## config.mk

```make
export PLATFORM = sky130hd
export DESIGN_NAME = sll_seq
export DESIGN_NICKNAME = d
export VERILOG_FILES = /design/src/rtl/sll_seq_pkg.sv /design/src/rtl/sll_seq.sv
export SDC_FILE = /design/constraint.sdc
export NUM_CORES = 1
export LEC_CHECK = 0
export ABC_AREA = 1
export BUFFER_PORTS_ARGS = -buffer_cell sky130_fd_sc_hd__buf_2
export CORE_AREA = 5 5 76 57
export DETAILED_ROUTE_END_ITERATION = 6
export DIE_AREA = 0 0 81 62
export PLACE_DENSITY_LB_ADDON = 0.1
export SETUP_SLACK_MARGIN = 0.4
export SLEW_MARGIN = 20
export SYNTH_ARGS = -nofsm -noshare
export SYNTH_HDL_FRONTEND = slang
export SYNTH_SLANG_ARGS = --single-unit
```

## constraint.sdc

```tcl
create_clock -name clk -period 1.25 [get_ports clk]
set_input_delay 0.125 -clock clk [delete_from_list [all_inputs] [get_ports clk]]
set_output_delay 0.125 -clock clk [all_outputs]
set_load 0.02 [all_outputs]
```

## src/rtl/sll_seq_pkg.sv

```systemverilog
// rtl/sll_seq_pkg.sv - shared types and default widths for the sequential shift-left unit
package sll_seq_pkg;

    localparam int SLL_N     = 8;
    localparam int SLL_AMT_N = 3;

    typedef enum logic [1:0] {
        IDLE  = 2'd0,
        SHIFT = 2'd1,
        DONE  = 2'd2
    } state_t;

endpackage

```

## src/rtl/sll_seq.sv

```systemverilog
// rtl/sll_seq.sv - multi-cycle logical left shifter, one bit per enabled clock, sticky overflow
module sll_seq
    import sll_seq_pkg::*;
#(
    parameter int N     = SLL_N,
    parameter int AMT_N = SLL_AMT_N
) (
    input  logic             clk,
    input  logic             rst,
    input  logic             en,
    input  logic             start,
    input  logic [N-1:0]     d,
    input  logic [AMT_N-1:0] amt,
    output logic             busy,
    output logic             done,
    output logic [N-1:0]     out,
    output logic             ovf
);

    state_t           r_state;
    state_t           w_next;
    logic [N-1:0]     r_sh;
    logic [AMT_N-1:0] r_cnt;
    logic             r_ovf_acc;
    logic [N-1:0]     r_out;
    logic             r_ovf;

    logic             w_accept;
    logic [N-1:0]     w_sh_next;
    logic             w_ovf_next;
    logic             w_last;

    assign w_accept   = start && ((r_state == IDLE) || (r_state == DONE));
    assign w_sh_next  = {r_sh[N-2:0], 1'b0};
    assign w_ovf_next = r_ovf_acc | r_sh[N-1];
    assign w_last     = (r_cnt == AMT_N'(1));

    always_ff @(posedge clk) begin
        if (!rst) begin
            r_state <= IDLE;
        end else if (en) begin
            r_state <= w_next;
        end
    end

    always_comb begin
        w_next = r_state;
        case (r_state)
            IDLE, DONE: begin
                if (start) begin
                    w_next = (amt == '0) ? DONE : SHIFT;
                end else begin
                    w_next = IDLE;
                end
            end
            SHIFT: begin
                if (w_last) begin
                    w_next = DONE;
                end
            end
            default: w_next = IDLE;
        endcase
    end

    // The result registers only move on the edge that enters DONE, so out/ovf stay stable otherwise.
    always_ff @(posedge clk) begin
        if (!rst) begin
            r_sh      <= '0;
            r_cnt     <= '0;
            r_ovf_acc <= 1'b0;
            r_out     <= '0;
            r_ovf     <= 1'b0;
        end else if (en) begin
            if (w_accept) begin
                r_sh      <= d;
                r_cnt     <= amt;
                r_ovf_acc <= 1'b0;
                if (amt == '0) begin
                    r_out <= d;
                    r_ovf <= 1'b0;
                end
            end else if (r_state == SHIFT) begin
                r_sh      <= w_sh_next;
                r_cnt     <= r_cnt - AMT_N'(1);
                r_ovf_acc <= w_ovf_next;
                if (w_last) begin
                    r_out <= w_sh_next;
                    r_ovf <= w_ovf_next;
                end
            end
        end
    end

    always_comb begin
        busy = (r_state == SHIFT);
        done = (r_state == DONE);
        out  = r_out;
        ovf  = r_ovf;
    end

endmodule

```

# Word-level counts from Yosys, hierarchy flattened

Index checks and enable logic that the tools add are counted.

Mux-type cells: 18
Equal/unequal tests: 5
Add/sub/neg operators: 1
Bitwise operators: 1
Reductions and logical operators: 10

Operators by type and width:

| kind                                                                   | number |
|---|---|
| 8-bit 2-to-1 mux                                                       | 6 |
| 1-bit 2-to-1 mux                                                       | 6 |
| 2-bit 2-to-1 mux                                                       | 3 |
| 3-bit 2-to-1 mux                                                       | 2 |
| 2-bit by 1-bit != test with 1-bit output (second input constant)       | 2 |
| 2-bit case mux with 2 select lines                                     | 1 |
| 2-bit AND reduction                                                    | 2 |
| 4-bit AND reduction                                                    | 1 |
| 2-bit nonzero test                                                     | 2 |
| 3-bit by 1-bit equality test with 1-bit output (second input constant) | 1 |
| 3-bit zero test                                                        | 1 |
| 3-bit by 1-bit subtractor with 3-bit output (second input constant)    | 1 |
| 2-bit by 1-bit equality test with 1-bit output (second input constant) | 1 |
| 2-bit equality test (second input constant)                            | 1 |
| 2-bit zero test                                                        | 1 |
| 2-bit OR reduction                                                     | 1 |
| 1-bit logical AND                                                      | 1 |
| 1-bit logical OR                                                       | 1 |
| 1-bit bitwise OR                                                       | 1 |

Input bits: 15
Word-level logic and storage cells: 41
Flip-flop bits (word level): 23
Output and inout port bits: 11

# Logic depth before layout (Yosys ltp)

Depth in word-level cells: 5
Gate-level depth with buffers: 10

# Worst setup path after synthesis

No wires, ideal clock.

Kind: register -> register
Start: register r_cnt[1]
End: register r_out[7] (netlist: out[7])
Data arrival time: 1.169 ns
Setup time: 0.113 ns
Stages on the path, launching flop included: 11
Clock period less this slack: 1.282 ns
Slack: -0.032 ns
Cell sequence: dfxtp_1 inv_1 ha_1 inv_1 o21ai_1 nand2_1 nor2_4 buf_6 nand2_1 nand2_1 nor2_1

Longest elaborated chain between the ends: 3

RTL lines:

| element                                        | line          | RTL |
|---|---|---|
| from (decl)                                    | sll_seq.sv:23 | `logic [AMT_N-1:0] r_cnt;` |
| from (signal assigned)                         | sll_seq.sv:76 | `r_cnt <= amt;` |
| from (signal assigned)                         | sll_seq.sv:84 | `r_cnt <= r_cnt - AMT_N'(1);` |
| 3-bit by 1-bit equality test with 1-bit output | sll_seq.sv:36 | `assign w_last = (r_cnt == AMT_N'(1));` |
| 2-bit nonzero test (no line)                   | -             |  |
| 4-bit AND reduction (no line)                  | -             |  |
| to (signal assigned)                           | sll_seq.sv:87 | `r_out <= w_sh_next;` |
| to (decl)                                      | sll_seq.sv:25 | `logic [N-1:0] r_out;` |

Every way passes these cells.
A chain may end at the register's enable or synchronous reset.

# Worst setup path in the final report

Start: register r_state[0]
End: register r_sh[1]

Longest elaborated chain between the ends: 5
Elaborated cells on any way between the ends: 8
Those cells by class: eq/ne: 2; mux: 1; reduce/logical: 5

RTL lines:

| element                                                       | line          | RTL |
|---|---|---|
| from (decl)                                                   | sll_seq.sv:20 | `state_t r_state;` |
| from (signal assigned)                                        | sll_seq.sv:42 | `r_state <= w_next;` |
| 2-bit equality test / 2-bit zero test (equally long branches) | sll_seq.sv:33 | `assign w_accept = start && ((r_state == IDLE) \|\| (r_state == DONE));` |
| 1-bit logical OR                                              | sll_seq.sv:33 |  |
| 1-bit logical AND                                             | sll_seq.sv:33 |  |
| 2-bit nonzero test (no line)                                  | -             |  |
| 2-bit AND reduction (no line)                                 | -             |  |
| to (signal assigned)                                          | sll_seq.sv:83 | `r_sh <= w_sh_next;` |
| to (decl)                                                     | sll_seq.sv:22 | `logic [N-1:0] r_sh;` |

Parallel ways exist; a longest one is shown, timed or not.

==> metrics.md <==
| Metric | Value |
|---|---|
| Gr usage total | between 10% and 20% |
| Power Density | roughly 1100 mW/mm2 |
| Vias per Instance | about 4.4 |
| TritonCTS buffer count | 3 |
| Sw Ratio | 31.16% |
| WP data arrival | 1430 ps |
| Clk_lat worst skew | 260 ps |
| Max Root-Sink Buffers | 2 |
| CP required | roughly 1400 ps |
| # H-tree levels | 1 |
| Slew headroom | roughly 80% |
| Setup WS post-layout | -19.05 ps |
| Core outline area | approximately 0.0035 mm2 |
| Area of the multi-input gates | 718.2 um2 |
| # port buffers | 25 |
| Initial core utilization | 31.71% |
| Slowest CP cell | dfxtp_4 |
| Register Area | between 400 and 500 um2 |
| DR pass1 iterations | 4 |
| Worst hold path class | primary input to flop |
| Mapped cell area | ~0.0011 mm2 |
| Mapped Avg Cell Area | between 6 and 7 um2 |
| Share of cells above drive strength 1 | between 40 and 50% |
| Die Wd | 81 um |
| Synth Register Bits | 23 |
| Syn-to-layout area delta | 60.75% |
| Worst Setup SP | r_state[0] |
| Logic gate share of total power | a little under a third |
| Tmin final | between 1000 and 1500 ps |
| CP startpoint kind | flop |
| R2r endpoint | r_sh[1] |
| Final instance area | 0.001768 mm2 |
| TritonCTS clock tree | done |
| Worst path depth | 8 |
| Root Buffer | clkbuf_8 |
| Switching power | a little under 0.6 mW |
| Max-slew violations | 0 |
| IO Count | 26 |
| Avg WL per Cell | ~12 um |
| Max Freq | 788.0 MHz |
| Worst setup EP type | flop |
| Leakage power | roughly 0.76 nW |
| Gr ovfl total | 0 |
| Synth Instances | between 150 and 200 |
| Filler cells | 350 |
| Site row count | 18 |
| Total wire length | between 2000 and 3000 um |
| Max Clock Skew | slightly above 4 ps |
| Crit path buf inv count | 3 |
| Routed Antenna Nets | 0 |
| Hold WS | 203.0 ps |
| Worst setup path end | r_sh[1] |
| DR iter-0 viols | 57 |
| Die area | ~0.0050 mm2 |
| Pin count of the biggest net entering global routing | 20 |
| Post-layout nets | 220 |
| Yosys warnings | 0 |
| RSZ-0062 raised after global routing | yes |
| Vias post-DR | about 1100 |
| Most common cell on crit path | nand2_1 |
| Endpoints failing setup | 5 |
| Sink Count | 23 |
| Synth cell types | 19 |
| Sequential share of power | around 45% |
| Int Pwr | around 1.3 mW |
| Initial antenna violation count | 0 |
| Reg2Reg Depth | 8 |
| Failing checks | negative setup slack |
| CTS Hold Bufs | 0 |
| Clock transition at the registers of the reported paths | roughly 80 ps |
| Fin crit share | 101.5% |
| Worst IR Drop VDD | 700.5 uV |
| Placed inst area | 0.001394 mm2 |
| Net Count, Synth | about 180 |
| Gpl congestion | a little under 0.8 |
| # DRC | 0 |
| Vias in the first global route | about 1100 |
| Max Cap Violations | 0 |
| Status | finished, violations left |
| Critical-path cell list | inv_4, nand2_8, buf_6, buf_12, o21ai_4, nand2_1, nand2_1, a21oi_2 |
| Wire length of the first global-routing pass | ~4800 um |
| Die span in y | around 62 um |
| CP max stage delay | roughly 400 ps |
| DPL Wire Length | approximately 2000 um |
| Cell family with most CP delay | flip-flops |
| Worst Max-Slew Pin Slew | 328.8 ps |
| Worst r2r src | r_state[0] |
| Crit Path Max Fanout | 7 |
| Endpoints failing hold | 0 |
| Sequential share of the synthesized area | a little over two fifths |
| Clock share of power | around a quarter |
| FF-to-FF setup slack | -20 ps |
| Antenna diode count | 0 |
| CP Class | flop to flop |
## area by class of cell
class,count,share of cell area (%)
multi-input cells,115,40.62
clock buffers,4,2.548
flip-flops and latches,23,27.11
well taps,50,3.539
inverters,17,3.892
repair buffers,43,22.29
## power by group through the flow
stage / clock network, mW / registers (mW) / logic (mW)
floorplan: 0 / 0.854 / 0.262
global placement: 0 / 0.834 / 0.412
detailed placement: 0 / 0.837 / 0.414
CTS: 0.477 / 0.829 / 0.533
global route: 0.520 / 0.840 / 0.638
finish: 0.460 / 0.833 / 0.580
## repair_timing
action                                  in CTS  in global routing
endpoints found under the setup margin      34                 34
pin swaps                                   10                  6
resized for setup                           62                 18
hold endpoints to repair                     0                  0
buffers inserted                             5                  2
## cell usage after synthesis
cell type,number,area (um2)
nor2_1,23,86.33
ha_1,2,25.02
clkbuf_1,1,3.750
nand2_2,3,18.77
a31oi_1,1,6.260
nand3b_1,1,7.510
nand2_4,1,11.26
a21oi_1,13,65.06
dfxtp_1,23,460.4
o21ai_1,7,35.03
o21ai_0,11,55.05
buf_6,3,33.78
buf_2,2,10.01
nand2_1,48,180.2
nor2_2,2,12.51
inv_1,17,63.81
nand3_1,1,5.000
nor2_4,1,11.26
a21oi_2,1,8.760
## layout by cell type (no fill, tap or decap), types with 2 or more instances in the layout
cell | synthesis | routed
o21ai_4 | 0 | 4
inv_2 | 0 | 4
o21ai_0 | 11 | 3
buf_6 | 3 | 19
dfxtp_2 | 0 | 9
nand2_1 | 48 | 40
nand2_2 | 3 | 5
clkbuf_8 | 0 | 3
nor2_1 | 23 | 21
a21oi_2 | 1 | 7
nor2_4 | 1 | 4
inv_4 | 0 | 2
inv_1 | 17 | 11
buf_12 | 0 | 3
o21ai_2 | 0 | 6
dfxtp_4 | 0 | 2
buf_4 | 0 | 6
nand2_8 | 0 | 2
buf_2 | 2 | 15
a21oi_1 | 13 | 7
dfxtp_1 | 23 | 12
nand2_4 | 1 | 5
o21ai_1 | 7 | 5
## metal layers
layer / vias up / part of all wire [%] / track usage [%]
li1: 584 / - / -
met1: 505 / 46 / 15.46
met2: 19 / 48 / 21.17
met3: 6 / 4.6 / 4.323
met4: 0 / 1.6 / 3.614
met5: - / 0 / 0
## worst min path at each step
stage	start	endpoint	slack, ps	depth (start not counted)
finish	en	r_state[0]	200	2
global route	en	r_state[0]	190	2
CTS	en	r_state[0]	160	2
detailed placement	en	r_state[0]	410	2
global placement	en	r_state[0]	410	2
floorplan	en	r_state[0]	230	1
## registers in the layout, summed over array words and instances (netlist names)
name,cells
r_state,2
out,8
r_cnt,3
ovf,1
r_sh,8
r_ovf_acc,1
## stage by stage
| step | instances | worst slack (ps) | utilization, % | power (mW) | TNS (ps) |
|---|---|---|---|---|---|
| floorplan | 161 | 25.71 | - | 1.116 | 0 |
| global placement | 241 | -3.858 | 40.19 | 1.246 | -5.002 |
| detailed placement | 241 | -11.28 | 40.19 | 1.251 | -20.02 |
| CTS | 250 | -17.76 | 48.52 | 1.839 | -94.34 |
| global route | 252 | -90.94 | 50.97 | 1.999 | -779.0 |
| finish | 252 | -19.05 | 50.97 | 1.873 | -48.70 |
## kinds of logic (layout without fill, tap and decap cells)
logic type / Yosys count / after routing / share of synthesized area [%]
AO/OA/AOI/OAI: 33 / 33 / 15.47
adder cells (fa/ha/maj): 2 / 2 / 2.275
buffers and inverters: 23 / 64 / 10.12
flip-flops: 23 / 23 / 41.87
AND/OR/NAND/NOR: 80 / 80 / 30.26
(Power assumes the default switching activity.)
